$ cat config.mk
export PLATFORM = sky130hd
export DESIGN_NAME = conv_input_streamer
export DESIGN_NICKNAME = d
export VERILOG_FILES = /design/src/rtl/conv_input_streamer.sv
export SDC_FILE = /design/constraint.sdc
export NUM_CORES = 1
export LEC_CHECK = 0
export CAP_MARGIN = 20
export CORE_ASPECT_RATIO = 0.5
export CORE_MARGIN = 10
export CORE_UTILIZATION = 40
export CTS_BUF_LIST = sky130_fd_sc_hd__clkbuf_4
export CTS_CLUSTER_DIAMETER = 200
export CTS_CLUSTER_SIZE = 40
export DETAILED_ROUTE_END_ITERATION = 10
export GPL_TIMING_DRIVEN = 0
export PLACE_DENSITY = 0.6
export SETUP_SLACK_MARGIN = 0.2
export SLEW_MARGIN = 40
export SYNTH_ARGS = -nofsm -noshare
export SYNTH_HDL_FRONTEND = slang
export SYNTH_SLANG_ARGS = --single-unit
export TNS_END_PERCENT = 20
$ cat constraint.sdc
create_clock -name CLK -period 5.9 [get_ports CLK]
set_input_delay 1.18 -clock CLK [delete_from_list [all_inputs] [get_ports CLK]]
set_output_delay 1.18 -clock CLK [all_outputs]
set_load 0.05 [all_outputs]
$ cat src/rtl/conv_input_streamer.sv
// Streams a zero-padded WxW SRAM map into the conv input buffer: issue at 1+k, shift at 2+k, window flag at 3+k.
// stall freezes every stage for the cycle and suppresses reads, shifts and window flags; no data lost or repeated.
module conv_input_streamer #(
    parameter int MAX_W = 16,
    parameter int AW    = 8
) (
    input  logic          CLK,
    input  logic          RST_N,
    input  logic          start,
    input  logic [4:0]    cfg_width,
    input  logic          cfg_stride2,
    input  logic          stall,
    output logic          mem_rd_en,
    output logic [AW-1:0] mem_addr,
    input  logic [15:0]   mem_rdata,
    output logic [15:0]   cib_in,
    output logic          cib_shift,
    output logic          cib_zero_input,
    output logic          win_valid,
    output logic [3:0]    win_row,
    output logic [3:0]    win_col,
    output logic          busy,
    output logic          done
);

    typedef enum logic [1:0] {S_IDLE, S_STREAM, S_DRAIN, S_FIN} state_t;

    state_t state_q, state_d;

    logic [4:0]    w_q;
    logic          stride2_q;
    logic          bad_q;
    logic [4:0]    r_q, c_q;
    logic [4:0]    w_p1;
    logic          pad_now;
    logic          step;
    logic          last_pos;
    logic [AW-1:0] addr_now;

    logic          s0_vld, s0_pad, s0_rd;
    logic [4:0]    s0_r, s0_c;
    logic [AW-1:0] s0_addr;
    logic          s1_vld, s1_pad;
    logic [4:0]    s1_r, s1_c;
    logic          win_ok;
    logic          s2_win;
    logic [3:0]    row_q, col_q;

    logic          rd_live;
    logic          have_hold;
    logic [15:0]   hold_dat;

    assign w_p1     = w_q + 5'd1;
    assign pad_now  = (r_q == 5'd0) || (r_q == w_p1) || (c_q == 5'd0) || (c_q == w_p1);
    assign step     = (state_q == S_STREAM) && !bad_q && !stall;
    assign last_pos = (r_q == w_p1) && (c_q == w_p1);
    assign addr_now = AW'(r_q - 5'd1) * AW'(w_q) + AW'(c_q - 5'd1);
    // (r-2),(c-2) even is the same as r,c even
    assign win_ok   = (s1_r >= 5'd2) && (s1_c >= 5'd2) &&
                      (!stride2_q || (!s1_r[0] && !s1_c[0]));

    always_comb begin
        state_d = state_q;
        case (state_q)
            S_IDLE:   if (start) state_d = S_STREAM;
            S_STREAM: begin
                if (bad_q)                 state_d = S_DRAIN;
                else if (step && last_pos) state_d = S_DRAIN;
            end
            S_DRAIN:  if (!stall && !s0_vld && !s1_vld) state_d = S_FIN;
            S_FIN:    state_d = S_IDLE;
            default:  state_d = S_IDLE;
        endcase
    end

    always_ff @(posedge CLK or negedge RST_N) begin
        if (!RST_N) begin
            state_q   <= S_IDLE;
            w_q       <= '0;
            stride2_q <= 1'b0;
            bad_q     <= 1'b0;
            r_q       <= '0;
            c_q       <= '0;
        end else begin
            state_q <= state_d;
            if (state_q == S_IDLE && start) begin
                w_q       <= cfg_width;
                stride2_q <= cfg_stride2;
                bad_q     <= (cfg_width == 5'd0) || (int'(cfg_width) > MAX_W);
                r_q       <= '0;
                c_q       <= '0;
            end else if (step) begin
                if (c_q == w_p1) begin
                    c_q <= '0;
                    r_q <= r_q + 5'd1;
                end else begin
                    c_q <= c_q + 5'd1;
                end
            end
        end
    end

    always_ff @(posedge CLK or negedge RST_N) begin
        if (!RST_N) begin
            s0_vld  <= 1'b0;
            s0_pad  <= 1'b0;
            s0_rd   <= 1'b0;
            s0_r    <= '0;
            s0_c    <= '0;
            s0_addr <= '0;
            s1_vld  <= 1'b0;
            s1_pad  <= 1'b0;
            s1_r    <= '0;
            s1_c    <= '0;
            s2_win  <= 1'b0;
            row_q   <= '0;
            col_q   <= '0;
        end else if (!stall) begin
            s0_vld  <= step;
            s0_pad  <= pad_now;
            s0_rd   <= step && !pad_now;
            s0_r    <= r_q;
            s0_c    <= c_q;
            s0_addr <= addr_now;
            s1_vld  <= s0_vld;
            s1_pad  <= s0_pad;
            s1_r    <= s0_r;
            s1_c    <= s0_c;
            s2_win  <= s1_vld && win_ok;
            if (s1_vld) begin
                row_q <= 4'(s1_r - 5'd2);
                col_q <= 4'(s1_c - 5'd2);
            end
        end
    end

    // SRAM data is only valid for one cycle; park it if a stall lands on that cycle
    always_ff @(posedge CLK or negedge RST_N) begin
        if (!RST_N) begin
            rd_live   <= 1'b0;
            have_hold <= 1'b0;
            hold_dat  <= '0;
        end else begin
            rd_live <= mem_rd_en;
            if (stall && rd_live) begin
                hold_dat  <= mem_rdata;
                have_hold <= 1'b1;
            end else if (!stall) begin
                have_hold <= 1'b0;
            end
        end
    end

    assign mem_rd_en      = s0_rd && !stall;
    assign mem_addr       = s0_addr;
    assign cib_shift      = s1_vld && !stall;
    assign cib_zero_input = cib_shift && s1_pad;
    assign cib_in         = (s1_vld && !s1_pad) ? (have_hold ? hold_dat : mem_rdata) : 16'd0;
    assign win_valid      = s2_win && !stall;
    assign win_row        = row_q;
    assign win_col        = col_q;
    assign busy           = (state_q == S_STREAM) || (state_q == S_DRAIN);
    assign done           = (state_q == S_FIN);

endmodule

# ---- Word-level counts from Yosys, hierarchy flattened
# Index checks and enable logic that the tools add are counted.
dict set report op_classes {
  eq_ne 9
  n_mux 15
  reduce_logical 42
  n_lt_le_gt_ge 3
  add_sub_neg 8
  mul 1
  bitwise 1
}
# cell count
set ops {}
lappend ops {{2-to-1 mux 16 bit} 2}
lappend ops {{2-to-1 mux 5 bit} 6}
lappend ops {{logical AND 1 bit} 18}
lappend ops {{adder 5 x 1 -> 5 bit (second input constant)} 3}
lappend ops {{logical NOT 5 bit} 3}
lappend ops {{subtractor 5 x 1 -> 6 bit (second input constant)} 2}
lappend ops {{equality test 5 bit} 2}
lappend ops {{greater-or-equal comparator 5 x 2 -> 1 bit (second input constant)} 2}
lappend ops {{logical NOT 1 bit} 9}
lappend ops {{adder 8 bit} 1}
lappend ops {{multiplier 6 x 6 -> 8 bit} 1}
lappend ops {{2-to-1 mux 2 bit} 4}
lappend ops {{case mux 2 bit (4 select lines)} 1}
lappend ops {{subtractor 4 x 2 -> 4 bit (second input constant)} 2}
lappend ops {{logical OR 1 bit} 6}
lappend ops {{greater-than comparator 5 bit (second input constant)} 1}
lappend ops {{equality test 2 bit (second input constant)} 2}
lappend ops {{!= test 2 bit (second input constant)} 2}
lappend ops {{AND reduction 2 bit} 2}
lappend ops {{nonzero test 2 bit} 2}
lappend ops {{!= test 3 bit (second input constant)} 1}
lappend ops {{AND reduction 3 bit} 1}
lappend ops {{equality test 2 x 1 -> 1 bit (second input constant)} 1}
lappend ops {{logical NOT 2 bit} 1}
lappend ops {{other kinds (3)} 4}
dict set report totals {
  output_inout_bits 38
  elab_cells 101
  ff_bits 79
}

# ---- Depth between registers and ports, before layout
# Gate-level depths: netlist (run 1).
dict set report logic_depth {
  ltp_word 7
  mapped_depth 18
}

# ---- Worst setup path before layout (run 1)
# No wires, ideal clock.
dict set report synth_timing {
  kind {reg2reg}
  startpoint {reg r_q[0]}
  endpoint {reg s0_addr[7], in the netlist mem_addr[7]}
  synth_period_minus_slack_ps 4583
  t_arrival_ps 4458
  path_stages_with_launch 19
  path_slack_ps 1317
  cell_sequence {dfrtp_1 -> inv_1 -> ha_1 -> nor3b_2 -> xor2_1 -> nand2_1 -> fa_1 -> fa_1 -> inv_1 -> fa_1 -> inv_1 -> fa_1 -> inv_1 -> ha_1 -> a21oi_1 -> o21ai_0 -> xnor2_2 -> xnor2_1 -> mux2_2}
}
dict set report synth_via {
  elab_chain_cells 3
}
# item line
set synth_lines {}
lappend synth_lines {{start: declaration} 33} ;# logic [4:0] r_q, c_q;
lappend synth_lines {{start signal: assignment} 95} ;# r_q <= r_q + 5'd1;
lappend synth_lines {{subtractor 5 x 1 -> 6 bit} 57} ;# assign addr_now = AW'(r_q - 5'd1) * AW'(w_q) + AW'(c_q - 5'd1);
lappend synth_lines {{multiplier 6 x 6 -> 8 bit} 57}
lappend synth_lines {{adder 8 bit} 57}
lappend synth_lines {{end signal: assignment} 124} ;# s0_addr <= addr_now;
lappend synth_lines {{end: declaration} 42} ;# logic [AW-1:0] s0_addr;
# No other way between the ends.
# A chain may end at the register's enable or synchronous reset.

# ---- Final worst setup path (run 1)
# Same ends and word-level chain as after synthesis.

==> results of run 1 <==
## path summary, 6_finish.rpt
| path | from | endpoint | slack (ns) | depth (start not counted) |
|---|---|---|---|---|
| min in group asynchronous | RST_N | mem_addr[5] | 0.68 | 1 |
| worst max-delay path | r_q[0] | mem_addr[7] | 0.92 | 18 |
| max in group asynchronous | RST_N | c_q[0] | 4.69 | 2 |
| worst max register to register | r_q[0] | mem_addr[7] | 0.92 | 18 |
| worst min-delay path | s1_r[1] | win_row[1] | 0.50 | 1 |
| worst min register to register | s1_r[1] | win_row[1] | 0.50 | 1 |
## kinds of logic after synthesis
group	count (synthesis)	share of synthesized area [%]
simple gates	138	13.65
buf+inv	63	5.312
fa+ha+maj	47	14.23
compound gates	41	5.033
flops	79	40.16
xor+xnor	36	8.541
mux	59	13.07
## stage by stage
step | area (um2) | hold WS [ns] | setup slack [ns] | util, %
detailed placement | 5771 | 0.4696 | 0.9201 | 48.45
finish | 5924 | 0.4958 | 0.9161 | 49.74
global placement | 5749 | 0.4596 | 0.6623 | 48.27
CTS | 5924 | 0.4998 | 0.8900 | 49.74
floorplan | 4922 | 0.4393 | 1.317 | -
global route | 5924 | 0.5184 | 0.5374 | 49.74
## sequential cells by signal, summed over array words and instances, names as in the netlist
name / count
win_row: 4
s2_win: 1
w_q: 5
s1_c: 5
s1_vld: 1
s1_r: 5
c_q: 5
s0_rd: 1
have_hold: 1
stride2_q: 1
state_q: 2
s0_pad: 1
win_col: 4
s0_r: 5
mem_addr: 8
rd_live: 1
s1_pad: 1
s0_c: 5
hold_dat: 16
bad_q: 1
r_q: 5
s0_vld: 1
## area by class of cell
class	instances	area, um2
repair buffers	63	641.9
fillers	1149	5987
inverters	40	150.1
clock buffers	9	67.56
well taps	165	206.4
plain buffers	23	111.4
multi-input cells	321	2684
flip-flops and latches	79	1977
clock inverters	6	86.33
## worst register-to-register path: stages, from the launching register on
cell,delay (ns)
dfrtp_1,0.48
inv_1,0.25
ha_1,0.23
nor3b_2,0.18
xor2_1,0.32
nand2_1,0.12
fa_1,0.47
fa_1,0.49
inv_1,0.05
fa_1,0.53
inv_1,0.05
fa_1,0.49
inv_1,0.04
ha_1,0.32
a21oi_1,0.14
o21ai_0,0.16
xnor2_2,0.18
xnor2_1,0.13
mux2_2,0.25
## layer usage
layer	global-route usage, %	up-vias	wire (um)
met3	3.351	8	556
li1	-	1669	-
met5	0	-	0
met1	17.95	1613	5638
met2	18.57	67	4278
met4	2.697	0	98
## cell usage in the layout, fill, tap and decap left out, drive strengths merged, types with 6 or more instances in the layout
cell type and count:
clkbuf 24, nor2b 16, xnor2 19, nor3 7, buf 10, o21ai 21
and2 7, inv 40, nand3 7, ha 32, mux2 42, mux2i 17
nor2 27, fa 15, xor2 10, clkdlybuf4s50 61, dfrtp 79, nand2 56
xnor3 6
==> summary.txt, run 1 <==
crit-path max FO: 7
synthesis-to-finish area growth: 20.36%
die width: 176.9 um
post-DP HPWL: 8048 um
Synth area leaders: dfrtp_1 40%, mux2_2 9.4%, ha_1 8.1%
vias per cell: 4.755
global-route wire length before repair: 17,840 um
MaxCap Viol Count: 0
ys async rst share: 100.0%
Final TNS setup: 0 ns
antenna viol nets, final: 0
CP max stage cell: fa_1
actual slew at the worst max-slew pin: 0.7474 ns
worst path arrival time: 5.31 ns
largest net degree at the start of global routing: 49
Vert. Die Dim: 98.44 um
CORE AREA: 11,910 um2
post-synthesis sequential area ratio: 40.16%
cell family with most CP delay: adder cells
status: completed
post-synth design cell area: 4922 um2
share of layout cells above drive strength 1: 13.49%
gate count of the mapped netlist: 463
clock buffer depth: 2
commonest register cell after synthesis: dfrtp_1
Setup Buffers After CTS: 0
Post-Route WL: 10,570 um
CP endpoint kind: flip-flop
Placed Cells: 691
overall routing resource usage: 12.57%
cells along the critical path: inv_1, ha_1, nor3b_2, xor2_1, nand2_1, fa_1, fa_1, inv_1, fa_1, inv_1, fa_1, inv_1, ha_1, a21oi_1, o21ai_0, xnor2_2, xnor2_1, mux2_2
hold buffers post-CTS: 0
clk root buf: clkbuf_4
I/O Pins: 64
Skew-Pair Late Insertion Delay: 0.42 ns
Commonest cells post-synth: 79 x dfrtp_1, 56 x nand2_1, 41 x mux2_2
dominant cell type by area after synthesis: dfrtp_1
initial core utilization: 41.32%
diode count: 0
post-route minimum period: 4.984 ns
vias in the first global route: 3,399
grt ovf: 0
Clk pin slew, worst setup/hold paths: 0.13 ns
First DRT Iteration DRCs: 199
fin cells: 706
die area: 17,410 um2
Post-Syn Area per Cell: 10.63 um2
Worst EP required: 6.23 ns
Yosys reg bits: 79
H-tree depth: 3
max incr delay on CP: 0.53 ns
Wirelength per Cell: 14.97 um
endpoints failing hold: 0
initial antenna violation count: 0
startpoint types: flip-flop
RSZ-0062 raised after global routing: no
# rows: 28
Yosys warning count: 0
critical setup path kind: flip-flop to flip-flop
Synth cell types: 47
Hold Path Class: flip-flop to flip-flop
Max Slew Vio Count: 0
gpl congestion: 0.7870
fmax: 0.2006 GHz
IO Port Bufs: 62
EDFF count, synth: 0
cts bufs inserted: 9
count leader, synth: dfrtp_1
CTS sink count: 79
post-synth net total: 536
final setup vio count: 0
via count: 3,357
nets@finish: 610
drt pass-1 iters: 5
DRC: 0
CTS tree: yes
Post-Route Skew: 0.01224 ns
Post-CTS Resized: 0
ratio of final minimum period to clock period: 84.47%
Rel. slew slack: 50.17%
Yosys top cell area share: 40.16%
CP Buf/Inv Count: 4
Power of run 1 is not shown: default switching activity piles up to over one toggle a cycle in this logic, so the estimate is an artifact.
==> run 2: changes to the inputs <==
--- a/config.mk
+++ b/config.mk
@@ -14,7 +14,7 @@
 export CTS_CLUSTER_SIZE = 40
 export DETAILED_ROUTE_END_ITERATION = 10
 export GPL_TIMING_DRIVEN = 0
-export PLACE_DENSITY = 0.6
+export PLACE_DENSITY = 0.62
 export SETUP_SLACK_MARGIN = 0.2
 export SLEW_MARGIN = 40
 export SYNTH_ARGS = -nofsm -noshare
==> constraint.sdc (replaced) <==
create_clock -name CLK -period 4.1 [get_ports CLK]
set_input_delay 0.82 -clock CLK [delete_from_list [all_inputs] [get_ports CLK]]
set_output_delay 0.82 -clock CLK [all_outputs]
set_load 0.05 [all_outputs]
==> summary.txt, run 2 (same netlist as run 1, synthesis figures left out) <==
status: finished, violations left
failing checks: setup timing
CTS tree: yes
initial antenna violation count: 0 (unchanged)
DP Area: 5836 um2 (+1.1%)
CTS sink count: 79 (unchanged)
PnR worst setup slack: -0.3116 ns (-1.228 ns)
Top cell by count, worst path: fa_1
CP max stage cell: fa_2
R2R depth: 18 (unchanged)
clock buffer depth: 2 (unchanged)
initial core utilization: 41.32% (unchanged)
fmax: 0.2267 GHz (+13%)
Wirelength per Cell: 15.33 um (+2.4%)
# rows: 28 (unchanged)
gpl congestion: 0.8314 (+5.6%)
die width: 176.9 um (unchanged)
RSZ-0062 raised after global routing: yes
Clk pin slew, worst setup/hold paths: 0.12 ns (about the same)
R2R setup slack: -0.31 ns (-1.23 ns)
H-tree depth: 3 (unchanged)
First DRT Iteration DRCs: 208 (+4.5%)
Post-Route WL: 10,960 um (+3.7%)
startpoint types: flip-flop
grt ovf: 0 (unchanged)
global-route wire length before repair: 17,870 um (+0.16%)
Skew-Pair Late Insertion Delay: 0.45 ns (+0.03 ns)
worst path arrival time: 4.75 ns (-0.56 ns)
I/O Pins: 64 (unchanged)
drt pass-1 iters: 4 (-1)
critical setup path kind: flip-flop to flip-flop
post-DP HPWL: 8074 um (+0.33%)
vias per cell: 4.762 (+0.15%)
actual slew at the worst max-slew pin: 0.7446 ns (-0.002834 ns)
Critical R2R Capture: mem_addr[7]
max incr delay on CP: 0.52 ns (about the same)
ratio of final minimum period to clock period: 107.6% (+23 points)
diode count: 0 (unchanged)
cts bufs inserted: 9 (unchanged)
crit-path max FO: 4 (-3)
die area: 17,410 um2 (unchanged)
post-route minimum period: 4.412 ns (-0.5723 ns)
Max Slew Vio Count: 0 (unchanged)
Worst Setup SP: r_q[0]
MaxCap Viol Count: 0 (unchanged)
CP endpoint kind: flip-flop
CORE AREA: 11,910 um2 (unchanged)
Vert. Die Dim: 98.44 um (unchanged)
cells along the critical path: inv_4, ha_4, nor3b_4, xor2_2, nand2_1, fa_1, fa_1, inv_1, fa_1, inv_1, fa_2, inv_2, ha_4, a21oi_2, o21ai_2, xnor2_2, xnor2_1, mux2_2
clk root buf: clkbuf_4
vias in the first global route: 3,471 (+2.1%)
R2R Path Start: r_q[0]
final instance area: 6100 um2 (+3.0%)
commonest non-fill, non-tap cell in the layout: dfrtp_1
max FFs per register: 16 (unchanged)
endpoints failing hold: 0 (unchanged)
Post-Route Skew: 0.01246 ns (+0.0002188 ns)
Rel. slew slack: 50.36% (+0.19 points)
Worst EP required: 4.44 ns (-1.79 ns)
Worst Setup EP: mem_addr[7]
commonest non-fill, non-tap cells in the layout: 77 x dfrtp_1, 61 x clkdlybuf4s50_1, 55 x nand2_1
final setup vio count: 2 (+2)
IO Port Bufs: 62 (unchanged)
share of layout cells above drive strength 1: 19.45% (+6.0 points)
DRC: 0 (unchanged)
via count: 3,405 (+1.4%)
hold buffers post-CTS: 0 (unchanged)
antenna viol nets, final: 0 (unchanged)
nets@finish: 618 (+1.3%)
overall routing resource usage: 12.73% (+0.16 points)
Most flops, register: hold_dat
largest net degree at the start of global routing: 60 (+22%)
Hold Path Class: input port to async pin
synthesis-to-finish area growth: 23.92%
[run 2: cell types whose count changed in the layout (fill, tap and decap cells not counted), sizes merged]
cell,change
clkinv,+1
clkbuf,+2
bufinv,-2
clkinvlp,+1
buf,+7
[run 2: what timing repair did]
item,4_1_cts,5_1_grt
buffers inserted,6,2
resized for setup,13,7
pin swaps,16,5
hold endpoints to repair,0,0
setup endpoints to repair,4,13
[run 2: how the worst min path moves through the flow]
| stage | start | end | slack [ns] | cells past startpoint |
|---|---|---|---|---|
| final | RST_N | r_q[0] | 0.20 | 1 |
| after global routing | RST_N | r_q[0] | 0.16 | 1 |
| after global placement | s2_win | s2_win | 0.46 | 2 |
| after detailed placement | rd_live | have_hold | 0.47 | 1 |
| after CTS | RST_N | r_q[3] | 0.18 | 1 |
| after floorplan | stride2_q | stride2_q | 0.44 | 2 |
[run 2: per-layer routing]
layer	wire, um	GRT usage, %
met1	5507	17.16
met2	4585	18.84
met3	674	4.379
met4	197	3.854
met5	0	0
[run 2: area by class of cell]
cell class	count	area (um2)
buffer	23	112.6
inverter	40	155.1
tap	165	206.4
clock inverter	6	37.54
clock buffer	10	75.07
sequential	79	1979
fill	1088	5812
multi-input combinational	321	2824
timing repair buffer	71	709.4
[run 2: stage by stage]
stage / util (%) / setup TNS, ns / hold slack [ns] / cells / setup WS, ns
finish: 51.21 / -0.3861 / 0.2050 / 715 / -0.3116
global route: 51.21 / -0.8726 / 0.1586 / 715 / -0.4503
CTS: 50.77 / -0.4006 / 0.1830 / 713 / -0.3189
detailed placement: 48.99 / -1.224 / 0.4656 / 691 / -0.6585
global placement: 48.75 / -56.68 / 0.4609 / 690 / -0.7110
floorplan: - / -0.2595 / 0.4393 / 463 / -0.2595
[run 2: worst max-delay path: cells and delay by family (launching register included)]
family,cells,cell delay [ns]
flip-flops,1,0.45
AO/OA/AOI/OAI,2,0.21
multiplexers,1,0.26
buffers and inverters,4,0.21
adder cells (fa/ha/maj),6,2.31
XOR/XNOR,3,0.53
AND/OR/NAND/NOR,2,0.32
Power of run 2 is left out for the same reason.
==> run 3: changes to the inputs <==
--- a/config.mk
+++ b/config.mk
@@ -8,13 +8,13 @@
 export CAP_MARGIN = 20
 export CORE_ASPECT_RATIO = 0.5
 export CORE_MARGIN = 10
-export CORE_UTILIZATION = 40
+export CORE_UTILIZATION = 52
 export CTS_BUF_LIST = sky130_fd_sc_hd__clkbuf_4
 export CTS_CLUSTER_DIAMETER = 200
 export CTS_CLUSTER_SIZE = 40
 export DETAILED_ROUTE_END_ITERATION = 10
 export GPL_TIMING_DRIVEN = 0
-export PLACE_DENSITY = 0.62
+export PLACE_DENSITY = 0.78
 export SETUP_SLACK_MARGIN = 0.2
 export SLEW_MARGIN = 40
 export SYNTH_ARGS = -nofsm -noshare
==> summary.txt, run 3 (same netlist as run 1, synthesis figures left out) <==
overall routing resource usage: 16.00% (+3.3 points)
fmax: 0.2268 GHz (about the same)
synthesis-to-finish area growth: 22.60%
DRC: 0 (unchanged)
RSZ-0062 raised after global routing: yes
gpl congestion: 0.8410 (+1.2%)
Hold Path Class: input port to async pin
filler cell count: 693 (-36%)
# rows: 24 (-14%)
largest net degree at the start of global routing: 62 (+3.3%)
commonest non-fill, non-tap cells in the layout: 77 x dfrtp_1, 61 x clkdlybuf4s50_1, 55 x nand2_1
die width: 157.6 um (-11%)
post-route minimum period: 4.410 ns (-0.001813 ns)
vias per cell: 5.182 (+8.8%)
post-DP HPWL: 7892 um (-2.3%)
clk root buf: clkbuf_4
CORE AREA: 8949 um2 (-25%)
I/O Pins: 64 (unchanged)
vias in the first global route: 3,536 (+1.9%)
share of layout cells above drive strength 1: 19.20% (-0.26 points)
Rel. slew slack: 53.76% (+3.4 points)
clock buffer depth: 2 (unchanged)
max incr delay on CP: 0.53 ns (about the same)
CP endpoint kind: flip-flop
commonest non-fill, non-tap cell in the layout: dfrtp_1
worst path arrival time: 4.75 ns (about the same)
via count: 3,441 (+1.1%)
Post-Route WL: 10,500 um (-4.2%)
nets@finish: 615 (-0.49%)
drt pass-1 iters: 4 (unchanged)
failing checks: setup timing
cts bufs inserted: 9 (unchanged)
Wirelength per Cell: 15.82 um (+3.1%)
Vert. Die Dim: 88.80 um (-9.8%)
H-tree depth: 3 (unchanged)
Top cell by count, worst path: fa_1
final setup vio count: 2 (unchanged)
WL met2: 4564 um (-0.46%)
diode count: 0 (unchanged)
global-route wire length before repair: 17,800 um (-0.39%)
crit-path max FO: 4 (unchanged)
startpoint types: flip-flop
status: finished, violations left
met3 WL: 700 um (+3.9%)
actual slew at the worst max-slew pin: 0.6936 ns (-0.05094 ns)
CTS sink count: 79 (unchanged)
M1 WL: 5125 um (-6.9%)
IO Port Bufs: 62 (unchanged)
initial core utilization: 55.01% (+14 points)
ratio of final minimum period to clock period: 107.6% (about the same)
MaxCap Viol Count: 0 (unchanged)
Top Metal Used: met4
PnR worst setup slack: -0.3098 ns (+0.001813 ns)
Placed Cells: 643 (-6.9%)
Post-Route Skew: 0.02229 ns (+0.009824 ns)
FF/Latch Area: 1979 um2 (unchanged)
Max Slew Vio Count: 0 (unchanged)
Worst EP required: 4.44 ns (about the same)
CP max stage cell: fa_2
endpoints failing hold: 0 (unchanged)
Most flops, register: hold_dat
initial antenna violation count: 0 (unchanged)
CTS tree: yes
die area: 13,990 um2 (-20%)
hold buffers post-CTS: 0 (unchanged)
antenna viol nets, final: 0 (unchanged)
area of the multi-input gates: 2793 um2 (-1.1%)
max FFs per register: 16 (unchanged)
fin cells: 664 (-7.1%)
critical setup path kind: flip-flop to flip-flop
cells along the critical path: inv_4, ha_4, nor3b_4, xor2_2, nand2_1, fa_1, fa_1, inv_1, fa_1, inv_2, fa_2, inv_2, ha_4, nand2_2, o21ai_2, xnor2_2, xnor2_1, mux2_2
Clk pin slew, worst setup/hold paths: 0.13 ns (about the same)
Skew-Pair Late Insertion Delay: 0.44 ns (about the same)
R2R setup slack: -0.31 ns (about the same)
grt ovf: 0 (unchanged)
First DRT Iteration DRCs: 116 (-44%)
## run 3: timing repair
| action | 4_1_cts | 5_1_grt |
|---|---|---|
| pin swaps | 10 | 10 |
| hold endpoints to repair | 0 | 0 |
| resized for setup | 12 | 7 |
| cloned | 0 | 0 |
| endpoints found under the setup margin | 4 | 7 |
| buffers inserted | 4 | 1 |
## run 3: layout make-up
class / instances / area share (%)
clock buffer: 9 / 1.120
multi-input combinational: 321 / 46.28
buffer: 23 / 1.866
tap: 117 / 2.426
sequential: 79 / 32.80
inverter: 40 / 2.571
clock inverter: 7 / 1.555
timing repair buffer: 68 / 11.38
## run 3: per-stage QoR
stage                     setup TNS (ns)  worst slack [ns]  hold slack, ns  instance area, um2  util, %
after floorplan                  -0.2595           -0.2595          0.4393                4980        -
final                            -0.3688           -0.3098          0.2038                6035    67.44
after detailed placement          -1.169           -0.6628          0.4650                5776    64.54
after global routing             -0.8885           -0.4987          0.1713                6035    67.44
after CTS                        -0.3755           -0.3181          0.1802                6017    67.24
after global placement            -46.75           -0.5854          0.4590                5747    64.22
## run 3: critical path, delay by kind of cell (launching register included)
family	cells	cell delay, ns
AOI/OAI and AO/OA	1	0.16
xor gates and xnor gates	3	0.46
adders and majority gates	6	2.40
buffers and inverters	4	0.22
DFF	1	0.44
muxes	1	0.26
and+or+nand+nor	3	0.38
## run 3: routing by layer
| metal | up-vias | GRT usage (%) |
|---|---|---|
| li1 | 1679 | - |
| met1 | 1664 | 21.64 |
| met2 | 89 | 24.72 |
| met3 | 9 | 5.036 |
| met4 | 0 | 3.626 |
| met5 | - | 0 |
## run 3: worst paths after layout
kind,from,endpoint,depth (start not counted)
max,r_q[1],mem_addr[7],18
min,RST_N,mem_addr[7],1
max reg2reg,r_q[1],mem_addr[7],18
min reg2reg,s2_win,s2_win,2
max in group asynchronous,RST_N,s1_c[3],2
min in group CLK,s2_win,s2_win,2
Power of run 3 is left out for the same reason.
